==> config.mk <==
export PLATFORM = sky130hd
export DESIGN_NAME = pid_gain_damper
export DESIGN_NICKNAME = d
export VERILOG_FILES = /design/src/rtl/pid_gain_damper.sv
export SDC_FILE = /design/constraint.sdc
export NUM_CORES = 1
export LEC_CHECK = 0
export BUFFER_PORTS_ARGS = -buffer_cell sky130_fd_sc_hd__clkbuf_2
export CAP_MARGIN = 20
export CORE_MARGIN = 2
export CORE_UTILIZATION = 45
export DETAILED_ROUTE_END_ITERATION = 8
export GPL_ROUTABILITY_DRIVEN = 0
export GPL_TIMING_DRIVEN = 0
export PLACE_DENSITY = 0.74
export SYNTH_ARGS = -nofsm -noshare
export SYNTH_HDL_FRONTEND = slang
export SYNTH_SLANG_ARGS = --single-unit
==> constraint.sdc <==
create_clock -name clk -period 4.1 [get_ports clk]
set_clock_uncertainty 0.05 [all_clocks]
set_input_delay 0.41 -clock clk [delete_from_list [all_inputs] [get_ports clk]]
set_output_delay 0.41 -clock clk [all_outputs]
set_load 0.01 [all_outputs]
==> src/rtl/pid_gain_damper.sv <==
// Derates PID Kp/Kd by an arithmetic right shift whose level escalates while the
// oscillation flag persists, holds after it clears, then steps back to nominal.
module pid_gain_damper #(
   parameter int GAIN_W        = 32,
   parameter int MAX_LEVEL     = 4,
   parameter int ESC_TICKS     = 200,
   parameter int HOLD_TICKS    = 1000,
   parameter int RECOVER_TICKS = 500
) (
   input  logic              clk,
   input  logic              reset_n,
   input  logic              clk_100k_enable,
   input  logic              enable,
   input  logic              oscillating_flag,
   input  logic [GAIN_W-1:0] kp_in,
   input  logic [GAIN_W-1:0] ki_in,
   input  logic [GAIN_W-1:0] kd_in,
   output logic [GAIN_W-1:0] kp_out,
   output logic [GAIN_W-1:0] ki_out,
   output logic [GAIN_W-1:0] kd_out,
   output logic [2:0]        damp_level,
   output logic              damp_active,
   output logic              damp_saturated
);

   localparam int LVL_W  = $clog2(MAX_LEVEL + 1);
   localparam int ESC_W  = $clog2(ESC_TICKS + 1);
   localparam int HOLD_W = $clog2(HOLD_TICKS + 1);
   localparam int REC_W  = $clog2(RECOVER_TICKS + 1);

   localparam logic [LVL_W-1:0]  LVL_MAX   = LVL_W'(MAX_LEVEL);
   localparam logic [LVL_W-1:0]  LVL_ONE   = LVL_W'(1);
   localparam logic [ESC_W-1:0]  ESC_LAST  = ESC_W'(ESC_TICKS - 1);
   localparam logic [HOLD_W-1:0] HOLD_LAST = HOLD_W'(HOLD_TICKS - 1);
   localparam logic [REC_W-1:0]  REC_LAST  = REC_W'(RECOVER_TICKS - 1);

   typedef enum logic [1:0] {NOMINAL, DAMPED, RECOVER} state_t;

   state_t             state_q, state_d;
   logic [LVL_W-1:0]   level_q, level_d;
   logic [ESC_W-1:0]   esc_q,   esc_d;
   logic [HOLD_W-1:0]  hold_q,  hold_d;
   logic [REC_W-1:0]   rec_q,   rec_d;
   logic               active_q, sat_q;
   logic [GAIN_W-1:0]  kp_q, ki_q, kd_q;

   always_comb begin
      state_d = state_q;
      level_d = level_q;
      esc_d   = esc_q;
      hold_d  = hold_q;
      rec_d   = rec_q;
      if (!enable) begin
         state_d = NOMINAL;
         level_d = '0;
         esc_d   = '0;
         hold_d  = '0;
         rec_d   = '0;
      end else if (clk_100k_enable) begin
         case (state_q)
            NOMINAL: begin
               if (oscillating_flag) begin
                  state_d = DAMPED;
                  level_d = LVL_ONE;
                  esc_d   = '0;
                  hold_d  = '0;
               end
            end
            DAMPED: begin
               if (oscillating_flag) begin
                  hold_d = '0;
                  if (esc_q == ESC_LAST) begin
                     esc_d = '0;
                     if (level_q != LVL_MAX) level_d = level_q + 1'b1;
                  end else begin
                     esc_d = esc_q + 1'b1;
                  end
               end else begin
                  esc_d = '0;
                  if (hold_q == HOLD_LAST) begin
                     state_d = RECOVER;
                     hold_d  = '0;
                     rec_d   = '0;
                  end else begin
                     hold_d = hold_q + 1'b1;
                  end
               end
            end
            RECOVER: begin
               if (oscillating_flag) begin
                  state_d = DAMPED;
                  if (level_q != LVL_MAX) level_d = level_q + 1'b1;
                  esc_d  = '0;
                  hold_d = '0;
                  rec_d  = '0;
               end else if (rec_q == REC_LAST) begin
                  rec_d   = '0;
                  level_d = level_q - 1'b1;
                  if (level_q == LVL_ONE) state_d = NOMINAL;
               end else begin
                  rec_d = rec_q + 1'b1;
               end
            end
            default: begin
               state_d = NOMINAL;
               level_d = '0;
               esc_d   = '0;
               hold_d  = '0;
               rec_d   = '0;
            end
         endcase
      end
   end

   // Status flags come from next-state values so they change with the level, not a clk later.
   always_ff @(posedge clk or negedge reset_n) begin
      if (!reset_n) begin
         state_q  <= NOMINAL;
         level_q  <= '0;
         esc_q    <= '0;
         hold_q   <= '0;
         rec_q    <= '0;
         active_q <= 1'b0;
         sat_q    <= 1'b0;
         kp_q     <= '0;
         ki_q     <= '0;
         kd_q     <= '0;
      end else begin
         state_q  <= state_d;
         level_q  <= level_d;
         esc_q    <= esc_d;
         hold_q   <= hold_d;
         rec_q    <= rec_d;
         active_q <= (state_d != NOMINAL);
         sat_q    <= (level_d == LVL_MAX);
         kp_q     <= $signed(kp_in) >>> level_q;
         ki_q     <= ki_in;
         kd_q     <= $signed(kd_in) >>> level_q;
      end
   end

   assign kp_out         = kp_q;
   assign ki_out         = ki_q;
   assign kd_out         = kd_q;
   assign damp_level     = 3'(level_q);
   assign damp_active    = active_q;
   assign damp_saturated = sat_q;

endmodule

## After elaboration in Yosys (flattened, before gate mapping)

Cells that the tools add are included.

| cells by class | value |
|---|---|
| add/subtract/negate cells | 5 |
| equal/unequal tests | 13 |
| shift-type cells | 2 |
| muxes and demuxes | 37 |
| reductions and logical operators | 5 |

Operator list:

| operator | count |
|---|---|
| 32-bit by 3-bit >>> shifter with 32-bit output | 2 |
| 9-bit 2-to-1 mux | 6 |
| 10-bit 2-to-1 mux | 5 |
| 8-bit 2-to-1 mux | 5 |
| 9-bit one-hot mux with 3 select lines | 1 |
| 3-bit 2-to-1 mux | 8 |
| 10-bit one-hot mux with 2 select lines | 1 |
| 2-bit 2-to-1 mux | 8 |
| 8-bit one-hot mux with 2 select lines | 1 |
| 10-bit by 1-bit adder with 10-bit output (second input constant) | 1 |
| 10-bit equality test (second input constant) | 1 |
| 9-bit by 1-bit adder with 9-bit output (second input constant) | 1 |
| 9-bit equality test (second input constant) | 1 |
| 3-bit != test (second input constant) | 3 |
| 3-bit one-hot mux with 3 select lines | 1 |
| 8-bit by 1-bit adder with 8-bit output (second input constant) | 1 |
| 8-bit equality test (second input constant) | 1 |
| 2-bit one-hot mux with 3 select lines | 1 |
| 2-bit != test (second input constant) | 2 |
| 4-bit AND reduction | 1 |
| 3-bit by 1-bit adder with 3-bit output (second input constant) | 1 |
| 3-bit by 1-bit equality test with 1-bit output (second input constant) | 1 |
| 3-bit equality test (second input constant) | 1 |
| 3-bit by 2-bit != test with 1-bit output (second input constant) | 1 |
| other kinds (7) | 7 |

| word-level totals | value |
|---|---|
| flip-flop bits (word level) | 130 |
| output and inout port bits | 101 |
| word-level logic and storage cells | 72 |

## Longest topological paths before layout

| depth | value |
|---|---|
| depth after elaboration | 8 |
| gate-level depth with buffers | 9 |
| gate-level depth less buffers | 7 |

## Worst setup path before layout

No wires, ideal clock.

| timing path | value |
|---|---|
| kind | flip-flop to flip-flop |
| start | reg level_q[0] (netlist: damp_level[0]) |
| end | reg sat_q (netlist: damp_saturated) |
| library setup time | 0.127 ns |
| arrival time | 2.256 ns |
| required time | 3.923 ns |
| setup slack | 1.667 ns |
| cell stages (with the launch flop) | 10 |
| buffers on the path | 2 |
| path through | dfrtp_1 inv_2 buf_2 clkbuf_1 ha_1 a21bo_1 or4_1 a31o_1 nand3_2 nor4_2 |

| between the ends | value |
|---|---|
| word-level cells in the longest chain between the ends | 8 |

Ends and longest elaborated chain:

| what | RTL line | RTL |
|---|---|---|
| start: declaration | 40 | `logic [LVL_W-1:0] level_q, level_d;` |
| start signal: assignment | 130 | `level_q <= level_d;` |
| 3-bit by 1-bit adder with 3-bit output / 3-bit != test (equally long branches) | 74, 92 |  |
| 3-bit 2-to-1 mux | 74, 92 |  |
| 3-bit 2-to-1 mux | 72 | `if (esc_q == ESC_LAST) begin` |
| 3-bit 2-to-1 mux | 70 | `if (oscillating_flag) begin` |
| 3-bit one-hot mux with 3 select lines | 60 | `case (state_q)` |
| 3-bit 2-to-1 mux (*) | 59 | `end else if (clk_100k_enable) begin` |
| 3-bit 2-to-1 mux (*) | 53 | `if (!enable) begin` |
| named net level_d[0] | 40 |  |
| 3-bit equality test (*) | 135 | `sat_q <= (level_d == LVL_MAX);` |
| end signal: assignment | 135 |  |
| end: declaration | 44 | `logic active_q, sat_q;` |

Mark *: on every way through the listed nets, which the timed path passes. The rest lies on a longest branch.
A chain may end at the register's enable or synchronous reset.

## Worst setup path in the final report

Same ends and word-level chain as after synthesis.

==> results by group <==
Die
  – Die ar.: 0.0159 mm^2
  – Count of standard-cell rows: 44
  – Horizontal die dimension: 126 um
  – Initial standard-cell utilization of the core: 46.1%
  – Number of top-level pins: 202
  – Core region area: 0.0145 mm^2
  – Die outline height: 126 um

Yosys
  – Post-synthesis sequential element count: 130
  – Portion of the post-synthesis area used by sequential elements: 48.5%
  – Area of the mapped netlist: 0.00670 mm^2
  – Synth Flop Type: sky130_fd_sc_hd__dfrtp_1
  – Synth Warn #: 0
  – Unique masters post-synth: 60
  – Synthesized netlist cell count: 611
  – Number of nets produced by synthesis: 719
  – Avg Synthesized Cell Area: 11.0 um^2
  – Synth async-reset ratio: 100%
  – Number of enable-type register cells in the synthesized netlist: 0

Final layout
  – Commonest non-fill, non-tap cells in the layout: 199 x sky130_fd_sc_hd__clkbuf_2, 130 x sky130_fd_sc_hd__dfrtp_1, 63 x sky130_fd_sc_hd__nand2_1, 52 x sky130_fd_sc_hd__nor2_1, 38 x sky130_fd_sc_hd__mux2_2
  – Final layout net count: 940
  – Most common cell after layout, fill and taps aside: sky130_fd_sc_hd__clkbuf_2
  – Area overhead of the layout relative to synthesis: 27.4%
  – Filler Cell Count: 1200
  – ANT cells: 0
  – Fraction of layout instances using a drive strength above 1: 38.0%

Routing
  – Initial DRC count: 652
  – WL final: 19400 um
  – DRC errors left: 0
  – Number of iterations in the first detailed-routing pass: 5
  – Vias per std cell: 5.76
  – Avg WL per Cell: 18.8 um
  – Post-DRT Antenna Nets: 0
  – Via Count: 5932

Clock tree
  – Number of clock sinks: 130
  – Maximum buffer depth of the clock tree: 2
  – Clock transition at the registers of the reported paths: 0.07 ns
  – Clock root buffer: sky130_fd_sc_hd__clkbuf_16
  – Number of buffers created by CTS: 17
  – Post-cts repair resize count: 0
  – Clock latency of the later-clocked register in the worst-skew pair: 0.43 ns
  – Hold buffer count at CTS: 1
  – Htree depth: 4
  – Postcts setup bufs: 0
  – CTS tree: done

Status
  – Run status: finished, final reports clean

Timing
  – Post-route clock period utilization: 70.1%
  – Unrepaired setup endpoints after global routing: false
  – Final Hold Fails: 0
  – Max Clock Freq: 0.348 GHz
  – Tightest hold margin: 0.0317 ns
  – Total negative setup slack: 0 ns
  – Final period demand of the worst path: 2.88 ns
  – Slew Viols, Final: 0
  – Worst Tran Pin Value: 0.648 ns
  – Headroom to the max-slew limit: 56.8%
  – Final setup vio count: 0

Setup path
  – Critical Path Slowest Stage Cell: sky130_fd_sc_hd__dfrtp_1
  – Worst setup path end: damp_saturated$_DFF_PN0_
  – Worst-path fanout max: 11
  – Required time worst endpoint: 4.36 ns
  – Critical Path AT: 3.13 ns
  – Crit start category: register
  – Internal reg-to-reg setup slack: 1.22 ns
  – Critical R2R Launch: damp_level[0]$_DFF_PN0_
  – Number of cells traversed by the worst register-to-register path: 9
  – Worst Setup SP: damp_level[0]$_DFF_PN0_
  – Worst path cell trace: inv_2 -> buf_2 -> clkbuf_1 -> ha_1 -> a21bo_1 -> or4_1 -> a31o_1 -> nand3_2 -> nor4_2
  – Setup Crit Path Kind: register to register
  – Reg-to-reg critical path endpoint: damp_saturated$_DFF_PN0_
  – Crit. End Element: register
  – Largest stage delay on the critical path: 0.55 ns

Hold path
  – Worst hold path class: input pin to register
  – Min-Delay Path Depth: 1

Power
  – Largest voltage drop on the vdd net: 0.290 mV
  – Clock network fraction of design power: 41.4%
  – Switching part of the total power: 29.3%
  – Logic pwr share: 17.8%
  – Power per Cell Area: 405 mW/mm^2
  – Net switching power: 1.01 mW
  – Cell leakage power: 3.98 nW
  – Fraction of power consumed by sequential logic: 40.9%
  – Cell internal pwr: 2.45 mW

Global route
  – Via count of the first global-routing pass: 5708
  – Initial antenna violation count: 0
  – Pin count of the biggest net entering global routing: 81
  – Wire length of the first global-routing pass: 30200 um
  – Total track usage: 24.5%
  – Grt ovf: 0

Flow run
  – Max-cap viol count: 0

Placed design
  – Count of buffers from port buffering: 200
  – Half-perimeter wire length after placement: 14300 um
through the flow:
stage	power, mW	std cells	instance area [um^2]	utilization [%]	setup slack (ns)
6_report	3.46	1029	8540	58.8	1.22
5_1_grt	3.61	1029	8540	58.8	1.07
4_1_cts	3.49	1029	8540	58.8	1.25
3_5_place_dp	2.05	996	7970	54.8	1.27
3_3_place_gp	2.03	995	7930	54.6	0.548
2_1_floorplan	1.76	611	6700	-	1.67
how the worst min path moves through the flow:
| stage | from | endpoint |
|---|---|---|
| 2_1_floorplan | reset_n | damp_active$_DFF_PN0_ |
| 3_3_place_gp | esc_q[1]$_DFFE_PN0P_ | esc_q[1]$_DFFE_PN0P_ |
| 3_5_place_dp | reset_n | hold_q[9]$_DFFE_PN0P_ |
| 4_1_cts | ki_in[9] | ki_out[9]$_DFF_PN0_ |
| 5_1_grt | ki_in[13] | ki_out[13]$_DFF_PN0_ |
| 6_report | ki_in[20] | ki_out[20]$_DFF_PN0_ |
cell type report:
type,count,area [um^2],share of cell area (%)
clock inverter,13,116,1.36
multi-input combinational,432,3230,37.9
tap,184,230,2.70
inverter,12,45.0,0.527
sequential,130,3250,38.1
timing repair buffer,202,1050,12.3
clock buffer,19,443,5.19
buffer,37,171,2.01
per-layer routing:
| layer | wire length [um] | track usage, % | part of all wire [%] |
|---|---|---|---|
| met5 | 0 | 0 | 0 |
| met4 | 588 | 10.5 | 3.0 |
| met3 | 1720 | 6.33 | 8.9 |
| met2 | 9580 | 40.7 | 49 |
| met1 | 7460 | 30.4 | 39 |
cell families after synthesis:
family | count (synthesis) | share of synthesized area [%]
xor+xnor | 5 | 0.653
flops | 130 | 48.5
fa+ha+maj | 7 | 1.31
mux | 100 | 19.5
simple gates | 190 | 14.0
buf+inv | 49 | 3.23
compound gates | 130 | 12.7
worst max-delay path: cells and delay by family, from the launching register on:
kind	cells	cell delay, ns
compound gates	2	0.47
fa+ha+maj	1	0.31
flops	1	0.55
buf+inv	3	0.73
simple gates	3	0.63
power groups by stage:
stage	clock [mW]	combinational, mW	sequential [mW]
final	1.43	0.616	1.41
after global routing	1.52	0.662	1.42
after CTS	1.46	0.612	1.42
after detailed placement	0	0.606	1.44
after global placement	0	0.599	1.44
after floorplan	0	0.274	1.49
flip-flops by register name (all words and copies together), names as in the netlist:
signal,count
damp_saturated,1
kd_out,32
hold_q,10
state_q,2
esc_q,8
ki_out,32
kp_out,32
damp_active,1
rec_q,9
damp_level,3
Yosys cell counts (8+ instances only):
library cell | n | area, um^2
sky130_fd_sc_hd__dfrtp_1 | 130 | 3250
sky130_fd_sc_hd__nand2_1 | 63 | 236
sky130_fd_sc_hd__nor2_1 | 52 | 195
sky130_fd_sc_hd__mux2_2 | 38 | 428
sky130_fd_sc_hd__mux2i_1 | 34 | 340
sky130_fd_sc_hd__o21ai_0 | 34 | 170
sky130_fd_sc_hd__mux4_2 | 20 | 450
sky130_fd_sc_hd__a21oi_1 | 19 | 95.1
sky130_fd_sc_hd__clkbuf_1 | 16 | 60.1
sky130_fd_sc_hd__nor3_1 | 16 | 80.1
sky130_fd_sc_hd__buf_2 | 14 | 70.1
sky130_fd_sc_hd__a31oi_1 | 13 | 81.3
sky130_fd_sc_hd__o21bai_1 | 13 | 97.6
sky130_fd_sc_hd__nand3_1 | 11 | 55.1
sky130_fd_sc_hd__and3_1 | 9 | 56.3
sky130_fd_sc_hd__inv_1 | 8 | 30.0
sky130_fd_sc_hd__mux2_1 | 8 | 90.1
No activity file was read; power rests on OpenSTA's default activity.
